--- config.mk ---
export PLATFORM = sky130hd
export DESIGN_NAME = block_data_memory
export DESIGN_NICKNAME = d
export VERILOG_FILES = /design/src/rtl/dmem_pkg.sv /design/src/rtl/block_data_memory_array.sv /design/src/rtl/block_data_memory.sv
export SDC_FILE = /design/constraint.sdc
export NUM_CORES = 2
export LEC_CHECK = 0
export CAP_MARGIN = 20
export CORE_MARGIN = 4
export CORE_UTILIZATION = 30
export CTS_BUF_LIST = sky130_fd_sc_hd__clkbuf_2
export DETAILED_ROUTE_END_ITERATION = 10
export PLACE_DENSITY_LB_ADDON = 0.05
export SETUP_SLACK_MARGIN = 0.05
export SLEW_MARGIN = 25
export SYNTH_ARGS = -nofsm -noshare
export SYNTH_HDL_FRONTEND = slang
export SYNTH_SLANG_ARGS = --single-unit
--- constraint.sdc ---
create_clock -name clock -period 66.2 [get_ports clock]
set_clock_uncertainty 0.2 [all_clocks]
set_input_delay 6.62 -clock clock [delete_from_list [all_inputs] [get_ports clock]]
set_output_delay 6.62 -clock clock [all_outputs]
set_load 0.01 [all_outputs]
--- src/rtl/dmem_pkg.sv ---
// dmem_pkg: shared state encoding and default geometry/latency for the block data memory.
package dmem_pkg;
  typedef enum logic [1:0] {IDLE = 2'd0, ACCESS = 2'd1, ACK = 2'd2} state_t;
  localparam int DEF_ADDR_W  = 6;
  localparam int DEF_DATA_W  = 32;
  localparam int DEF_LATENCY = 5;
endpackage

--- src/rtl/block_data_memory_array.sv ---
// dmem_array: DEPTH x DATA_W storage, sync write, registered read port, async clear of every word.
module dmem_array
  import dmem_pkg::*;
#(
  parameter int ADDR_W = DEF_ADDR_W,
  parameter int DATA_W = DEF_DATA_W
) (
  input  logic              clock,
  input  logic              reset,
  input  logic              we,
  input  logic              re,
  input  logic [ADDR_W-1:0] addr,
  input  logic [DATA_W-1:0] wdata,
  output logic [DATA_W-1:0] rdata
);
  logic [DATA_W-1:0] mem [2**ADDR_W];
  always_ff @(posedge clock or posedge reset) begin
    if (reset) begin
      for (int i = 0; i < 2**ADDR_W; i++) mem[i] <= '0;
      rdata <= '0;
    end else begin
      if (we) mem[addr] <= wdata;
      if (re) rdata <= mem[addr];
    end
  end
endmodule

--- src/rtl/block_data_memory.sv ---
// block_data_memory: busywait-handshake main memory with a counted access latency.
// Optional read/write completion counters when DMEM_STATS_EN is defined.
module block_data_memory
  import dmem_pkg::*;
#(
  parameter int ADDR_W  = DEF_ADDR_W,
  parameter int DATA_W  = DEF_DATA_W,
  parameter int LATENCY = DEF_LATENCY
) (
  input  logic              clock,
  input  logic              reset,
  input  logic              read,
  input  logic              write,
  input  logic [ADDR_W-1:0] address,
  input  logic [DATA_W-1:0] writedata,
  output logic [DATA_W-1:0] readdata,
  output logic              busywait
`ifdef DMEM_STATS_EN
  ,
  output logic [15:0]       rd_count,
  output logic [15:0]       wr_count
`endif
);
  localparam logic [3:0] LAST = 4'(LATENCY - 1);
  state_t state, state_next;
  logic [3:0] counter;
  logic op_write;
  logic [ADDR_W-1:0] addr_q;
  logic [DATA_W-1:0] wdata_q;
  logic done;
  assign done = (state == ACCESS) && (counter == LAST);
  always_comb begin
    state_next = (state == IDLE)   ? ((read | write) ? ACCESS : IDLE) :
                 (state == ACCESS) ? (done ? ACK : ACCESS) : IDLE;
    busywait   = (state == IDLE) ? (read | write) : (state == ACCESS);
  end
  always_ff @(posedge clock or posedge reset) begin
    if (reset) begin
      state    <= IDLE;
      counter  <= '0;
      op_write <= 1'b0;
      addr_q   <= '0;
      wdata_q  <= '0;
    end else begin
      state <= state_next;
      if (state == IDLE && (read | write)) begin
        op_write <= write;
        addr_q   <= address;
        wdata_q  <= writedata;
        counter  <= '0;
      end else if (state == ACCESS) begin
        counter <= counter + 4'd1;
      end
    end
  end
  dmem_array #(.ADDR_W(ADDR_W), .DATA_W(DATA_W)) u_array (
    .clock (clock),
    .reset (reset),
    .we    (done & op_write),
    .re    (done & ~op_write),
    .addr  (addr_q),
    .wdata (wdata_q),
    .rdata (readdata)
  );
`ifdef DMEM_STATS_EN
  always_ff @(posedge clock or posedge reset) begin
    if (reset) begin
      rd_count <= '0;
      wr_count <= '0;
    end else if (done) begin
      if (!op_write && rd_count != 16'hFFFF) rd_count <= rd_count + 16'd1;
      if (op_write && wr_count != 16'hFFFF) wr_count <= wr_count + 16'd1;
    end
  end
`endif
endmodule

==> results.md <==
* Outcome: completed
* Max-cap violations at 0
* Compound-Gate Fraction of Synth Area at ~5.7%
* Die height at ~570 µm
* Tightest Pin Transition at between 1 and 1.5 ns
* GRT Total Usage at between 20% and 30%
* Crit path buffers/inverters at 3
* Port buffer count at 74
* Most frequent cells in the layout: dfrtp_1, mux2_2, clkbuf_2
* Post-CTS setup buffers at 0
* Global route hottest layer: met2
* Slew Limit Fails at 0
* Yosys reg bits at between 2000 and 2500
* P per Cell Area at about 35 nW/µm²
* Max FO, Critical Path at 40
* Min-Delay Path Class: reg2reg
* 1st-iter DRT viols at between 4000 and 5000
* Top delay family on crit path: buffers and inverters
* CTS sink cnt at ~2100
* Crit end category: primary output
* Synth async-reset ratio at between 90% and 100%
* Crit start category: input port
* Resize count post-CTS at 0
* Maximum root-to-sink buffer count at 4
* Simple-gate share of the synthesized area at 2.17%
* Initial antenna violation count at 39
* Power Total at ~3.8 mW
* Placeable Area at roughly 320000 µm²
* Mapped Avg Cell Area at between 10 and 15 µm²
* Wire length per cell at 35.3 µm
* Synth top area share at between 50% and 60%
* Fin worst setup slack at between 50 and 60 ns
* Vias per inst at 5.43
* Register area share after synthesis at 55.3%
* Post-synth cell types at 60
* Hold slack at approximately 0.29 ns
* Post-Synthesis Cells at roughly 6700
* Max frequency at around 0.065 GHz
* Critical Path AT at ~8.7 ns
* Die ar. at 330000 µm²
* Met2 usage at between 30% and 40%
* Tmin final at about 15 ns
* CTS root buf: clkbuf_2
* Final nets at 7006
* Largest net degree at the start of global routing at 145
* Total number of vias at approximately 63000
* Pre-CTS WS at about 50 ns
* Initial core utilization at between 30% and 40%
* Drt drc at 0
* Proportion of synthesized area in mux cells at 33.1%
* Die X-Extent at 574 µm
* Mapped Nets at 6742
* Met1 GRT Util at 34.3%
* Worst IR Drop VDD at ~58 µV
* Cell Area, Synth at slightly below 100000 µm²
* Max incr delay on CP at slightly above 0.7 ns
* IO Count at 75
* Largest cells by area after synthesis: dfrtp_1, mux2_2, mux4_2
* Synth Flop Type: dfrtp_1
* Synth area leader: dfrtp_1
* Layout cells sized above 1 at 47.9%
* Worst-path clk slew at roughly 0.1 ns
* Setup CP Type: in2out
* Worst Path Required at 59.38 ns
* TritonCTS clock tree: yes
* Post-DP HPWL at 230000 µm
* CTS Buf Count at ~620
* # hold bufs at CTS at 0
* # rows at ~210
* Slowest CP cell: buf_4
* Main combinational cell family by area after synthesis: multiplexers
* DRT antenna net count at 0
* First-pass GRT wire length at about 560000 µm
* Fin crit share at 23.4%
* Gp weighted congestion at roughly 0.75
* Most used cell along the critical path: clkdlybuf4s50_1
* First-pass DRT Iterations at 7
* H-tree Lvls at 6
* Leading cell type in the layout, fill and taps excluded: dfrtp_1
* Xor/xnor share of the synthesized area at less than 1%
* Number of synthesized flops with an enable pin at 0
* Clk_lat worst skew at approximately 2.1 ns
* Warnings from Yosys at 0
* Worst path cell trace: clkdlybuf4s50_1 -> o21ai_4 -> buf_4 -> nand2_1 -> clkdlybuf4s50_1
* GR Overflow Total at 0
* Layout filler cell count at between 30000 and 40000
* Final setup vio count at 0
* Unrepaired setup endpoints after global routing: false
* Layout area overhead at 11.0%
* DRT Wirelength at slightly above 400000 µm
* Vias in the first global route at between 60000 and 70000
* Final hold vios at 0
* Max-slew headroom at between 15 and 20%
* Leak Pwr at 51.3 nW
* Setup TNS at 0 ns
* Met3 Usage GRT at 3.90%
* Synth Area in Adders at 0.0260%
-- layout make-up --
type	count	area [µm²]	share of cell area, %
sequential	2125	53200	49.9
antenna	18	45.0	0.0422
multi-input combinational	3882	39900	37.4
clock buffer	877	4390	4.11
clock inverter	145	993	0.930
inverter	6	38.8	0.0363
tap	4180	5230	4.90
timing repair buffer	324	2890	2.71
-- power breakdown --
part | switching, mW | leakage (nW) | internal, mW
Clock | 0.610 | 4.07 | 0.401
Sequential | 0.0905 | 29.5 | 1.40
Combinational | 0.923 | 17.8 | 0.335
Total | 1.62 | 51.3 | 2.13
-- sequential cells by signal, summed over array words and instances (netlist names) --
signal	flops
state	2
u_array.rdata	32
counter	4
addr_q	6
op_write	1
wdata_q	32
u_array.mem	2048
-- cells in the mapped netlist (8+ instances only) --
cell type  instances
nand4_1           10
buf_2            162
a22oi_1          125
and3_1             8
buf_4            180
buf_1             17
nor2_1           167
o32a_1            20
mux2_2          2000
a221o_1            9
o2111ai_1         13
o221ai_1           9
a22o_1            20
nand3_1           40
mux4_2           208
mux2i_1          364
nor2b_1           11
o21ai_0          120
clkbuf_1         302
a221oi_1         212
mux2_1            85
a31oi_1           26
a21oi_1           59
a211oi_1           8
nand2_1          184
dfrtp_1         2125
o22ai_1           68
o211ai_1           9
o22a_1            17
buf_6             24
nor2_2            25
-- kinds of logic (layout without fill, tap and decap cells) --
kind of cell	after synthesis	count (layout)
flops	2125	2125
xor+xnor	2	2
mux	2657	2657
simple gates	479	479
fa+ha+maj	2	2
buf+inv	691	1352
other cells	0	18
compound gates	742	742
-- per-stage QoR --
stage / area (µm²) / util [%] / std cells
CTS: 107000 / 33.5 / 11538
global placement: 101000 / 31.7 / 10507
detailed placement: 101000 / 31.8 / 10516
finish: 107000 / 33.5 / 11557
floorplan: 96200 / - / 6698
global route: 107000 / 33.5 / 11540
-- metal layers --
metal / vias to the layer above / part of all wire, %
li1: 25595 / -
met1: 34615 / 46
met2: 1871 / 46
met3: 607 / 4.5
met4: 16 / 2.7
met5: - / 0.028
-- worst reg2reg max path: stages (launching register included) --
cell       delay [ns]
dfrtp_4          0.77
buf_12           0.53
nor2b_4          0.95
buf_4            0.54
buf_4            0.66
a22oi_1          0.22
a31oi_1          0.54
o2111ai_1        0.66
o32a_1           0.55
-- worst paths after layout --
check / startpoint / slack, ns / cells past startpoint / to
worst max-delay path: write / 50.73 / 5 / busywait
worst min-delay path: wdata_q[26] / 0.29 / 2 / wdata_q[26]
worst max register to register: addr_q[0] / 60.48 / 8 / u_array.rdata[12]
worst min register to register: wdata_q[26] / 0.29 / 2 / wdata_q[26]
max in group asynchronous: reset / 55.24 / 9 / u_array.mem[1050]
min in group asynchronous: reset / 4.76 / 2 / u_array.mem[527]
Power figures use the tool's default switching activity.
